<file path="config.mk">
export PLATFORM = sky130hd
export DESIGN_NAME = button_debouncer
export DESIGN_NICKNAME = d
export VERILOG_FILES = /design/src/rtl/button_debouncer.sv
export SDC_FILE = /design/constraint.sdc
export NUM_CORES = 1
export LEC_CHECK = 0
export CAP_MARGIN = 0
export CORE_AREA = 2 2 69 71
export CTS_CLUSTER_DIAMETER = 40
export DETAILED_ROUTE_END_ITERATION = 10
export DIE_AREA = 0 0 71 73
export GPL_ROUTABILITY_DRIVEN = 1
export PLACE_DENSITY = 0.78
export SKIP_LAST_GASP = 1
export SYNTH_ARGS = -nofsm -noshare
export SYNTH_HDL_FRONTEND = slang
export SYNTH_SLANG_ARGS = --single-unit
</file>
<file path="constraint.sdc">
create_clock -name clk_100MHz -period 3.6 [get_ports clk_100MHz]
set_input_delay 0.72 -clock clk_100MHz [delete_from_list [all_inputs] [get_ports clk_100MHz]]
set_output_delay 0.72 -clock clk_100MHz [all_outputs]
set_load 0.01 [all_outputs]
</file>
<file path="src/rtl/button_debouncer.sv">
// Multi-channel push-button debouncer.
// A shared divider produces a sample strobe from clk_100MHz. Each channel
// synchronizes its raw pin and accepts a new level only after STABLE_CNT
// consecutive disagreeing samples, emitting a one-cycle press/release pulse
// on the edge that changes the level.

module button_debouncer_lane #(
  parameter int STABLE_CNT = 4
) (
  input  logic clk_100MHz,
  input  logic clr,
  input  logic sample_tick,
  input  logic btn_raw,
  output logic btn_level,
  output logic btn_press,
  output logic btn_release
);
  localparam int CW = $clog2(STABLE_CNT + 1);

  logic          sync1, sync2;
  logic [CW-1:0] cnt;

  // Two-flop synchronizer; only sync2 feeds the decision logic.
  always_ff @(posedge clk_100MHz) begin
    if (clr) begin
      sync1 <= 1'b0;
      sync2 <= 1'b0;
    end else begin
      sync1 <= btn_raw;
      sync2 <= sync1;
    end
  end

  // Count disagreeing samples; any agreeing sample restarts the count.
  // Pulses are cleared every cycle and set only on the accepting edge.
  always_ff @(posedge clk_100MHz) begin
    if (clr) begin
      cnt         <= '0;
      btn_level   <= 1'b0;
      btn_press   <= 1'b0;
      btn_release <= 1'b0;
    end else begin
      btn_press   <= 1'b0;
      btn_release <= 1'b0;
      if (sample_tick) begin
        if (sync2 == btn_level) begin
          cnt <= '0;
        end else if (cnt == CW'(STABLE_CNT - 1)) begin
          cnt         <= '0;
          btn_level   <= sync2;
          btn_press   <= sync2;
          btn_release <= ~sync2;
        end else begin
          cnt <= cnt + CW'(1);
        end
      end
    end
  end
endmodule

module button_debouncer #(
  parameter int N_BTN      = 5,
  parameter int TICK_DIV   = 524288,
  parameter int STABLE_CNT = 4
) (
  input  logic             clk_100MHz,
  input  logic             clr,
  input  logic [N_BTN-1:0] btn_raw,
  output logic [N_BTN-1:0] btn_level,
  output logic [N_BTN-1:0] btn_press,
  output logic [N_BTN-1:0] btn_release,
  output logic             sample_tick
);
  localparam int TW = $clog2(TICK_DIV);

  logic [TW-1:0] tick_cnt;

  // Free-running 0..TICK_DIV-1 divider; the strobe marks its last count.
  always_ff @(posedge clk_100MHz) begin
    if (clr)                                tick_cnt <= '0;
    else if (tick_cnt == TW'(TICK_DIV - 1)) tick_cnt <= '0;
    else                                    tick_cnt <= tick_cnt + TW'(1);
  end

  assign sample_tick = (tick_cnt == TW'(TICK_DIV - 1));

  for (genvar i = 0; i < N_BTN; i++) begin : g_lane
    button_debouncer_lane #(
      .STABLE_CNT (STABLE_CNT)
    ) u_lane (
      .clk_100MHz  (clk_100MHz),
      .clr         (clr),
      .sample_tick (sample_tick),
      .btn_raw     (btn_raw[i]),
      .btn_level   (btn_level[i]),
      .btn_press   (btn_press[i]),
      .btn_release (btn_release[i])
    );
  end
endmodule

</file>
# Word-level counts from Yosys, hierarchy flattened
# Index checks and enable logic that the tools add are counted.
# word_totals
wordCells	85
in_bits	7
reg_bits	59
n_memories	0
mem_bits_ro	0
ramBits	0
latchBits	0
# classes
shift	0
n_mux	10
div_mod_pow	0
reduce_logical	11
multipliers	0
eq_ne	11
add_sub_neg	6
n_bitwise	16
n_lt_le_gt_ge	0
# op_table
op	n
3-bit two-way mux	10
4-bit OR reduction	5
19-bit by 1-bit adder with 19-bit output, second input constant	1
19-bit == test, second input constant	1
1-bit NOT	16
3-bit by 1-bit adder with 3-bit output, second input constant	5
3-bit by 2-bit == test with 1-bit output, second input constant	5
3-bit AND reduction	5
1-bit == test	5
2-bit OR reduction	1

# Depth between registers and ports, before layout
# Gate-level depths: netlist (run 1).
# depth
depth_word	3
ltp_mapped	7
depth_no_buf	5

# Modules after synthesis
# A second synthesis (run 1) with hierarchy kept.
# unflattened
hier_cells	233
area_unflattened_um2	2313.5
# modules_own_cells
mod	n_inst	seq_area_each_um2	area_each_um2	cells_per_inst
button_debouncer_lane	5	160.2	292.8	27
button_debouncer	1	380.4	849.6	98

# Worst setup path after synthesis (run 1)
# No wires, ideal clock.
# synth_timing
path_kind	reg2out
from	reg tick_cnt[0]
to	out sample_tick
stages_incl_launch_ff	6
setup_slack_ns	1.449
arrival_time_ns	1.431
path_buffers	1
t_required_ns	2.880
cell_sequence	dfxtp_1 -> ha_1 -> and4_1 -> nand4_4 -> clkbuf_1 -> nor2_1
# synth_via
elab_chain_len	1
# synth_lines
item	line_no	rtl
start: declaration	76	logic [TW-1:0] tick_cnt;
start signal: assignment	82	else tick_cnt <= tick_cnt + TW'(1);
19-bit == test	85	assign sample_tick = (tick_cnt == TW'(TICK_DIV - 1));
end: declaration	72	output logic sample_tick
# No other way between the ends.

# Worst setup path after layout (run 1)
# Ends and elaborated chain as after synthesis.

==> results of run 1 <==
-- worst paths after layout --
path	startpoint	endpoint	slack (ns)	cells after the start
worst min-delay path	g_lane[0].u_lane.sync1$_SDFF_PP0_	g_lane[0].u_lane.sync2$_SDFF_PP0_	0.44	1
worst max register to register	tick_cnt[0]$_SDFF_PP0_	g_lane[0].u_lane.btn_press$_SDFF_PP0_	1.49	5
worst max-delay path	tick_cnt[0]$_SDFF_PP0_	sample_tick	0.50	5
worst min register to register	g_lane[0].u_lane.sync1$_SDFF_PP0_	g_lane[0].u_lane.sync2$_SDFF_PP0_	0.44	1
-- cell type report --
cell class | instances | area share
well taps | 54 | 0.02352
clock inverters | 2 | 0.003484
repair buffers | 23 | 0.07927
flip-flops and latches | 59 | 0.4111
inverters | 4 | 0.005226
multi-input cells | 181 | 0.4186
clock buffers | 13 | 0.05880
-- registers in the layout, summed over array words and instances (netlist names) --
signal,cells
g_lane.u_lane.btn_release,5
tick_cnt,19
g_lane.u_lane.cnt,15
g_lane.u_lane.sync2,5
g_lane.u_lane.btn_level,5
g_lane.u_lane.btn_press,5
g_lane.u_lane.sync1,5
-- metal layers --
metal  global-route usage  routed length, µm
met5                    0                  0
met4              0.09434                 79
met3              0.04696                192
met2               0.3115               2101
met1               0.2474               2293
-- power by group through the flow --
stage / clock network [mW] / logic [mW] / registers, mW
floorplan: 0 / 0.0230 / 0.679
CTS: 0.545 / 0.0329 / 0.667
finish: 0.542 / 0.0325 / 0.668
detailed placement: 0 / 0.0325 / 0.682
global route: 0.566 / 0.0361 / 0.668
global placement: 0 / 0.0324 / 0.681
-- metrics by stage --
| stage | area [µm²] | util |
|---|---|---|
| final | 2873 | 0.6334 |
| after global routing | 2873 | 0.6334 |
| after global placement | 2694 | 0.5939 |
| after CTS | 2873 | 0.6334 |
| after floorplan | 2580 | - |
| after detailed placement | 2694 | 0.5939 |
-- placed cells by master (no fill, tap or decap), drive strengths merged, types with 2 or more instances in the layout --
cell           instances
a21oi                 19
and4                   4
and4b                 10
clkbuf                13
clkdlybuf4s50         22
clkinv                 2
dfxtp                 59
ha                     6
inv                    4
nand2                  7
nand3                 15
nand4                 16
nand4b                 5
nor2                  27
nor2b                 15
nor3                   7
nor4                   2
o21ai                 19
o311a                  5
or3                    2
xnor2                 15
xor2                   3
-- worst reg2reg max path, cell delays in order, from the launching register on --
cell     delay (ns)
dfxtp_1        0.39
ha_1           0.24
and4_1         0.32
nand4_4        0.35
nor3_4         0.49
and4b_1        0.26
-- logic make-up (layout without fill, tap and decap cells) --
kind of cell    Yosys count  count (layout)  synth area share
compound gates           44              44            0.1018
xor+xnor                 18              18           0.06111
fa+ha+maj                 6               6           0.02910
buf+inv                  32              42           0.07614
flops                    59              59            0.4578
simple gates            113             113            0.2740
==> key figures, run 1 <==
Setup path
  – CP endpoint kind: output port
  – Slowest stage cell, crit path: clkdlybuf4s50_1
  – Crit-path max cell delay: 0.54 ns
  – CP Class: register to output port
  – CP Data Arrival Time: 2.38 ns
  – Worst Setup Start Kind: register
  – WP buf/inv: 1
  – Worst-path fanout max: 24
  – CP required: about 2.9 ns
  – Crit path cell chain: ha_1 -> and4_1 -> nand4_4 -> nor2_1 -> clkdlybuf4s50_1
  – CP delay by family, top: simple AND/OR/NAND/NOR gates

Power
  – Sw Share: 0.2138
  – Combinational share of power: 0.026
  – Internal power: 0.9762 mW
  – Pwr Total: 1.242 mW
  – Clk pwr share: 0.436
  – Sequential share of power: 0.538
  – Pwr dens: 432.2 mW/mm²
  – Max VDD drop: around 0.3 mV
  – Leak: between 1 and 1.5 nW
  – Net switching power: between 0.2 and 0.3 mW

Route
  – First drt pass iteration count: 4
  – DR DRC count: 0
  – Vias: 1889
  – Initial DRC count: 98
  – Vias/cell: 5.622
  – WL final: 4666 µm
  – Final ANT Viol Nets: 0
  – DR WL/cell: 13.89 µm

Global routing
  – First-pass GRT wire length: 7893 µm
  – GRT overflow: 0
  – Largest net degree at the start of global routing: 25
  – Gr usage total: 0.1944
  – Number of global-route vias before repair: 1758
  – Initial antenna violation count: 0

Clock network
  – CTS tree: done
  – CTS root buf: clkbuf_8
  – CTS Hold Bufs: 0
  – CTS clk-pin slew, worst paths: 0.06 ns
  – Setup bufs post-CTS: 0
  – Max clock buf depth: 2
  – Clock sinks: 59
  – Number of H-tree levels: 3
  – CTS resizes: 0
  – Inserted Clock Buffers: 9
  – Skew-Pair Late Insertion Delay: about 0.33 ns

STA
  – Final Max Slew Viols: 0
  – RSZ-0062 raised after global routing: no
  – Final Hold Fails: 0
  – Final setup TNS: 0 ns
  – Measured slew at the worst slew-check pin: about 1.0 ns
  – Final setup vio count: 0
  – Hold Slack: around 0.44 ns
  – Final Skew: roughly 0.0053 ns
  – Tmin final: approximately 3.1 ns
  – Max Fclk: about 0.32 GHz
  – Worst slew margin: 0.3130
  – Final setup margin: a little over 0.5 ns
  – Final Cycle Share: 0.8598

Synth
  – Top FF cell, synth: dfxtp_1
  – Area contributors post-synth: dfxtp_1, xnor2_1, buf_4, nor2_1, and4b_1
  – Syn Inst Count: around 270
  – Asr flop ratio synth: 0
  – Synth cell types: 36
  – Area leader, netlist: dfxtp_1
  – Ys Warns: 0
  – Syn_nets: 285
  – Top-area cell type share of the netlist area: 0.4578
  – Synthesized area: 0.002580 mm²
  – Count leader, synth: dfxtp_1
  – Synth cell count leaders: dfxtp_1, nor2_1, a21oi_1, o21ai_0, buf_4
  – Syn_area_per_cell: 9.485 µm²
  – Number of flops mapped to enable cells by yosys: 0
  – Post-synthesis sequential area ratio: 0.4578
  – Post-synthesis register bit count: 59

Layout
  – Fin cells: 336
  – Fillers: 358
  – Area of the multi-input gates: 0.001202 mm²
  – Area growth from synthesis to layout: 11.35%
  – Nets: 291
  – Register Area: 0.001181 mm²
  – Fraction of layout cells with a size suffix above 1: 0.09574
  – Diodes inserted: 0

Flow run
  – Max Cap Viol: 0

Die
  – Core area: 0.004536 mm²
  – Die Ht: 73 µm
  – Die X: 71 µm
  – Starting density of the core: 0.5688
  – Die ar.: between 0.005 and 0.006 mm²
  – FP Rows: 25
  – # IOs: 23

Placement
  – Dpl hpwl: approximately 3000 µm
  – Dpl ws: 0.8653 ns
  – GPL Wtd Cong: 0.7779
  – I/O Buffers: 22
  – Cells after DPL: 321

Min path
  – Min-Delay Path Class: register to register

Status
  – Status: finished, final reports clean
Note: power is estimated with default switching activity, not from simulation.
==> inputs of run 2 (changes only) <==
--- a/config.mk
+++ b/config.mk
@@ -5,6 +5,7 @@
 export SDC_FILE = /design/constraint.sdc
 export NUM_CORES = 1
 export LEC_CHECK = 0
+export ABC_AREA = 1
 export CAP_MARGIN = 0
 export CORE_AREA = 2 2 69 71
 export CTS_CLUSTER_DIAMETER = 40
==> run 2 against run 1 <==
- sequential power about the same
- worst setup slack improved by 0.062 ns
- routed wire length decreased by 6.0%
- design area increased by 1.9%
- clock skew increased by 0.00092 ns
- first-iteration DRC count decreased by 27%
- area after synthesis increased by 1.1%
- critical path type unchanged
- non-clock buffer count unchanged
- critical endpoint unchanged
- via count increased by 3.2%
- register-to-register slack improved by 0.37 ns
- sequential share of layout area decreased by 0.76 points
==> key figures, run 2 <==
Die
  – Die X: 71 µm
  – Die ar.: 0.005183 mm²
  – Starting density of the core: 0.5749
  – Core area: 0.004536 mm²
  – FP Rows: 25
  – Die Ht: 73 µm
  – # IOs: 23

Setup path
  – Worst-path fanout max: 13
  – CP Class: register to output port
  – R2R cell count: 10
  – Crit path cell chain: ha_1 -> nand2_1 -> nor2_4 -> nand2_2 -> nor2_8 -> nand2_4 -> clkinv_2 -> clkdlybuf4s50_1
  – Slowest stage cell, crit path: clkdlybuf4s50_1
  – Crit-path max cell delay: between 0.5 and 0.6 ns
  – Critical R2R Launch: tick_cnt[0]$_SDFF_PP0_
  – CP required: 2.88 ns
  – CP delay by family, top: simple AND/OR/NAND/NOR gates
  – R2r setup slk: 1.86 ns
  – Reg-to-Reg End: g_lane[0].u_lane.cnt[2]$_SDFFE_PP0N_
  – WP buf/inv: 2
  – Worst Setup Start Kind: register
  – CP endpoint kind: output port
  – CP Data Arrival Time: 2.31 ns

Synth
  – Synth cell types: 33
  – Synthesized area: 0.002608 mm²
  – Area leader, netlist: dfxtp_1
  – Simple-Gate Fraction of Synth Area: 0.2975
  – Combinational family with the most area after synthesis: simple AND/OR/NAND/NOR gates
  – Asr flop ratio synth: 0
  – Area contributors post-synth: dfxtp_1, nand2_1, nor2_1, inv_1, nand3_1
  – Number of flops mapped to enable cells by yosys: 0
  – Multiplexer share of the synthesized area: 0
  – Ys Warns: 0
  – Top-area cell type share of the netlist area: 0.4530
  – Top FF cell, synth: dfxtp_1
  – Post-synthesis sequential area ratio: 0.4530
  – Compound-Gate Fraction of Synth Area: 0.04511
  – Post-synthesis adder-cell area fraction: 0.02879
  – Post-synthesis register bit count: 59
  – Syn_nets: approximately 340
  – Syn_area_per_cell: 7.878 µm²
  – Synth cell count leaders: dfxtp_1, nand2_1, nor2_1
  – Xor/xnor cell area share of the yosys netlist: 0.04367
  – Syn Inst Count: 331
  – Count leader, synth: dfxtp_1

Layout
  – Fin cells: 401
  – Biggest regs: tick_cnt: 19 flops, g_lane.u_lane.cnt: 15 flops
  – Final core utilization: 0.6452
  – Fraction of layout cells with a size suffix above 1: 0.09510
  – Largest register FFs: 19
  – Finished Cell Area: 0.002927 mm²
  – Diodes inserted: 0
  – Area growth from synthesis to layout: 12.24%
  – Nets: 356
  – Fillers: between 300 and 400
  – Biggest register: tick_cnt
  – Commonest non-fill, non-tap cell in the layout: dfxtp_1
  – Commonest non-fill, non-tap cells in the layout: dfxtp_1, nand2_1, nor2_1

Route
  – Vias/cell: about 5
  – Vias: 1949
  – Initial DRC count: 72
  – DR WL/cell: 10.94 µm
  – WL final: 4388 µm
  – DR DRC count: 0
  – First drt pass iteration count: 4
  – Final ANT Viol Nets: 0

Clock network
  – CTS clk-pin slew, worst paths: roughly 0.060 ns
  – Inserted Clock Buffers: 9
  – Number of H-tree levels: 3
  – CTS Hold Bufs: 0
  – CTS root buf: clkbuf_8
  – Clock sinks: 59
  – Max clock buf depth: 2
  – CTS tree: done
  – CTS resizes: 0
  – Setup bufs post-CTS: 0
  – Skew-Pair Late Insertion Delay: 0.34 ns

STA
  – Hold Slack: 0.3982 ns
  – Tmin final: 3.033 ns
  – Final Skew: 0.006205 ns
  – Final setup margin: between 0.5 and 0.6 ns
  – Final Cycle Share: 0.8425
  – Final Max Slew Viols: 0
  – Final Hold Fails: 0
  – Max Fclk: 0.3297 GHz
  – Final setup TNS: 0 ns
  – Worst slew margin: 0.6411
  – RSZ-0062 raised after global routing: no
  – Final setup vio count: 0
  – Measured slew at the worst slew-check pin: around 0.54 ns

Placement
  – Placement Cell Area: 0.002748 mm²
  – GPL Wtd Cong: between 0.7 and 0.8
  – Dpl hpwl: approximately 3100 µm
  – Dpl ws: between 0.9 and 1 ns
  – Cells after DPL: 386
  – I/O Buffers: 22

Power
  – Max VDD drop: 0.3231 mV
  – Leak: 1.300 nW
  – Pwr dens: 424.0 mW/mm²
  – Pwr Total: 1.241 mW

Global routing
  – GRT overflow: 0
  – Number of global-route vias before repair: ~1800
  – Gr usage total: 0.1854
  – First-pass GRT wire length: between 7000 and 8000 µm
  – Initial antenna violation count: 0
  – Largest net degree at the start of global routing: 32

Min path
  – Worst Hold End: g_lane[3].u_lane.sync2$_SDFF_PP0_
  – Hold path startpoint: g_lane[3].u_lane.sync1$_SDFF_PP0_
  – Depth of the worst hold-timing path: 2
  – Min-Delay Path Class: register to register

Flow run
  – Max Cap Viol: 0

Status
  – Status: finished, final reports clean
run 2: cell count changes after synthesis, sizes merged, moves of 11 or more:
| cell | delta |
|---|---|
| nand3 | +17 |
| o21ai | -14 |
| a21oi | -11 |
| nand2 | +50 |
| xnor2 | -12 |
| inv | +45 |
| nor2b | -15 |
| nor2 | +27 |
| nand4 | -13 |
run 2: where the power goes:
group | internal, mW | switching (mW) | total (mW) | leakage [nW]
Sequential | 0.661 | 0.00507 | 0.666 | 0.478
Clock | 0.300 | 0.242 | 0.542 | 0.0953
Combinational | 0.0128 | 0.0199 | 0.0327 | 0.727
Total | 0.974 | 0.267 | 1.24 | 1.30
run 2: kinds of logic after synthesis:
group                      count (synthesis)
and+or+nand+nor                          161
buffers and inverters                     72
DFF                                       59
AOI/OAI and AO/OA                         20
xor gates and xnor gates                  13
adders and majority gates                  6
run 2: per-layer routing:
layer | vias to the layer above | part of all wire | global-route usage | routed length (µm)
li1 | 1036 | - | - | -
met1 | 868 | 0.49 | 0.2240 | 2135
met2 | 34 | 0.45 | 0.2845 | 1959
met3 | 11 | 0.039 | 0.05939 | 172
met4 | 0 | 0.028 | 0.1216 | 121
met5 | - | 0 | 0 | 0
run 2: how the worst max path moves through the flow:
stage,startpoint,end,cells after the start
after global routing,tick_cnt[0]$_SDFF_PP0_,sample_tick,8
final,tick_cnt[0]$_SDFF_PP0_,sample_tick,8
after detailed placement,tick_cnt[0]$_SDFF_PP0_,sample_tick,8
after CTS,tick_cnt[0]$_SDFF_PP0_,sample_tick,8
after floorplan,tick_cnt[0]$_SDFF_PP0_,sample_tick,7
after global placement,tick_cnt[0]$_SDFF_PP0_,sample_tick,8
run 2: cell type report:
| type | count | area, µm² | share of cell area |
|---|---|---|---|
| sequential | 59 | 1181 | 0.4036 |
| multi-input combinational | 200 | 1082 | 0.3698 |
| timing repair buffer | 23 | 227.7 | 0.07781 |
| inverter | 50 | 188.9 | 0.06456 |
| clock buffer | 13 | 168.9 | 0.05772 |
| tap | 54 | 67.56 | 0.02309 |
| clock inverter | 2 | 10.01 | 0.003420 |
run 2: worst min-delay path, delay by kind of cell (launching register included):
kind                   cells  cell delay, ns
buffers and inverters      1            0.04
DFF                        1            0.29
and+or+nand+nor            1            0.03
==> inputs of run 3 (changes only) <==
--- a/config.mk
+++ b/config.mk
@@ -7,12 +7,12 @@
 export LEC_CHECK = 0
 export ABC_AREA = 1
 export CAP_MARGIN = 0
-export CORE_AREA = 2 2 69 71
+export CORE_AREA = 2 2 71 73
 export CTS_CLUSTER_DIAMETER = 40
 export DETAILED_ROUTE_END_ITERATION = 10
-export DIE_AREA = 0 0 71 73
+export DIE_AREA = 0 0 73 75
 export GPL_ROUTABILITY_DRIVEN = 1
-export PLACE_DENSITY = 0.78
+export PLACE_DENSITY = 0.74
 export SKIP_LAST_GASP = 1
 export SYNTH_ARGS = -nofsm -noshare
 export SYNTH_HDL_FRONTEND = slang
==> constraint.sdc (replaced) <==
create_clock -name clk_100MHz -period 2.89 [get_ports clk_100MHz]
set_input_delay 0.578 -clock clk_100MHz [delete_from_list [all_inputs] [get_ports clk_100MHz]]
set_output_delay 0.578 -clock clk_100MHz [all_outputs]
set_load 0.01 [all_outputs]
==> run 3 against run 2 <==
- sequential share of layout area shrank 0.76 points
- cell count increased by 0.75%
- routed wire length is 0.77% higher
- critical path depth stayed put
- combinational power increased by 29%
- core utilization down 0.52 points
- worst hold slack better by 0.0038 ns
- first-iteration DRC count rose by 94%
- sequential power up 24%
- flip-flop and latch count unchanged
- non-clock buffer count is 2 higher
- critical endpoint unchanged
==> key figures, run 3 (synthesized netlist as in run 2, its figures left out) <==
Min path
  – Min-Delay Path Class: register to register
  – Depth of the worst hold-timing path: 2

Global routing
  – GRT overflow: 0
  – Initial antenna violation count: 0
  – First-pass GRT wire length: around 7600 µm
  – Largest net degree at the start of global routing: 25
  – Gr usage total: 0.1835
  – Number of global-route vias before repair: approximately 1800

Die
  – Core area: 0.004661 mm²
  – Starting density of the core: 0.5595
  – FP Rows: 25
  – Die ar.: 0.005475 mm²
  – Die Ht: ~75 µm
  – # IOs: 23
  – Die X: 73 µm

STA
  – Worst slew margin: 0.6545
  – Tmin final: 2.719 ns
  – Measured slew at the worst slew-check pin: 0.5165 ns
  – RSZ-0062 raised after global routing: no
  – Final setup vio count: 0
  – Final Skew: approximately 0.007 ns
  – Final Max Slew Viols: 0
  – Max Fclk: approximately 0.37 GHz
  – Final Hold Fails: 0
  – Final Cycle Share: 0.9407
  – Final setup TNS: 0 ns

Setup path
  – Critical path depth: 8
  – CP Class: register to output port
  – CP Data Arrival Time: 2.14 ns
  – CP endpoint kind: output port
  – WP buf/inv: 2
  – Crit path cell chain: ha_1 -> nand2_1 -> nor2_4 -> nand2_2 -> nor2_8 -> nand2_8 -> inv_6 -> clkdlybuf4s50_1
  – R2R cell count: 10
  – CP delay by family, top: buffers and inverters
  – Crit-path max cell delay: 0.53 ns
  – Worst Setup Start Kind: register
  – CP required: 2.31 ns
  – Worst-path fanout max: 13
  – Slowest stage cell, crit path: clkdlybuf4s50_1

Route
  – WL final: about 4400 µm
  – Vias: 1939
  – Initial DRC count: 140
  – Final ANT Viol Nets: 0
  – First drt pass iteration count: 4
  – DR WL/cell: 10.95 µm
  – DR DRC count: 0
  – Vias/cell: between 4 and 5

Layout
  – Nets: about 360
  – Area growth from synthesis to layout: 14.40%
  – Commonest non-fill, non-tap cells in the layout: dfxtp_1, nand2_1, nor2_1
  – Biggest regs: tick_cnt: 19 flops, g_lane.u_lane.cnt: 15 flops
  – Register Area: 0.001181 mm²
  – Fillers: 396
  – Commonest non-fill, non-tap cell in the layout: dfxtp_1
  – Area of the multi-input gates: roughly 0.0011 mm²
  – Largest register FFs: 19
  – Diodes inserted: 0
  – Biggest register: tick_cnt
  – Fraction of layout cells with a size suffix above 1: 0.1029

Clock network
  – Number of H-tree levels: 3
  – Clock sinks: 59
  – CTS root buf: clkbuf_8
  – Max clock buf depth: 2
  – CTS clk-pin slew, worst paths: 0.07 ns
  – Skew-Pair Late Insertion Delay: 0.33 ns
  – CTS tree: done
  – Inserted Clock Buffers: 9

Placement
  – I/O Buffers: 22
  – GPL Wtd Cong: 0.8201
  – Dpl hpwl: 3114 µm

Power
  – Leak: 1.307 nW
  – Pwr Total: between 1.5 and 2 mW
  – Internal power: around 1.3 mW
  – Sequential share of power: 0.497
  – Net switching power: 0.3494 mW
  – Max VDD drop: 0.3212 mV
  – Pwr dens: about 560 mW/mm²
  – Clk pwr share: 0.478
  – Sw Share: 0.2094
  – Combinational share of power: 0.025

Flow run
  – Max Cap Viol: 0

Status
  – Status: finished, final reports clean
-- run 3: stage by stage --
step	cell area, µm²	worst slack [ns]	instances	hold WS (ns)	utilization
2_1_floorplan	2608	1.118	331	0.3883	-
6_report	2983	0.1715	404	0.4020	0.6400
5_1_grt	2983	0.01469	404	0.4217	0.6400
3_3_place_gp	2755	0.4416	387	0.3899	0.5911
4_1_cts	2970	0.09318	404	0.4049	0.6373
3_5_place_dp	2755	0.3485	387	0.3952	0.5911
-- run 3: path summary, 6_finish.rpt --
check	startpoint	end	slack (ns)
max	tick_cnt[0]$_SDFF_PP0_	sample_tick	0.17
min	g_lane[4].u_lane.sync1$_SDFF_PP0_	g_lane[4].u_lane.sync2$_SDFF_PP0_	0.40
max reg2reg	tick_cnt[0]$_SDFF_PP0_	g_lane[1].u_lane.btn_release$_SDFF_PP0_	1.17
min reg2reg	g_lane[4].u_lane.sync1$_SDFF_PP0_	g_lane[4].u_lane.sync2$_SDFF_PP0_	0.40
-- run 3: cell type report --
type / instances / area share
sequential: 59 / 0.3960
tap: 54 / 0.02265
clock inverter: 6 / 0.02685
inverter: 50 / 0.06460
timing repair buffer: 25 / 0.08138
clock buffer: 10 / 0.04279
multi-input combinational: 200 / 0.3658
-- run 3: power by group through the flow --
stage | logic [mW] | clock network (mW) | registers, mW
finish | 0.0422 | 0.797 | 0.829
global route | 0.0484 | 0.844 | 0.830
CTS | 0.0429 | 0.814 | 0.829
detailed placement | 0.0426 | 0 | 0.848
global placement | 0.0419 | 0 | 0.847
floorplan | 0.0281 | 0 | 0.846
-- run 3: layer usage --
metal / part of all wire / vias up / wire [µm] / track usage
met4: 0.024 / 0 / 107 / 0.1008
met5: 0 / - / 0 / 0
met1: 0.48 / 852 / 2103 / 0.2273
li1: - / 1042 / - / -
met2: 0.46 / 36 / 2034 / 0.2883
met3: 0.040 / 9 / 177 / 0.05355
-- run 3: worst reg2reg max path: stages (launching register included) --
cell and delay [ns]:
dfxtp_1 0.36, ha_1 0.19, nand2_1 0.10, nor2_4 0.13, nand2_2 0.13, nor2_8 0.15
buf_4 0.18, nand3_2 0.10, inv_2 0.09, nand3_1 0.11, nor2_1 0.13
-- run 3: timing repair --
action                     4_1_cts  5_1_grt
buffers inserted                 1        0
resized for setup                0        3
hold buffers                     0        0
pin swaps                        1        0
setup endpoints to repair        1        1
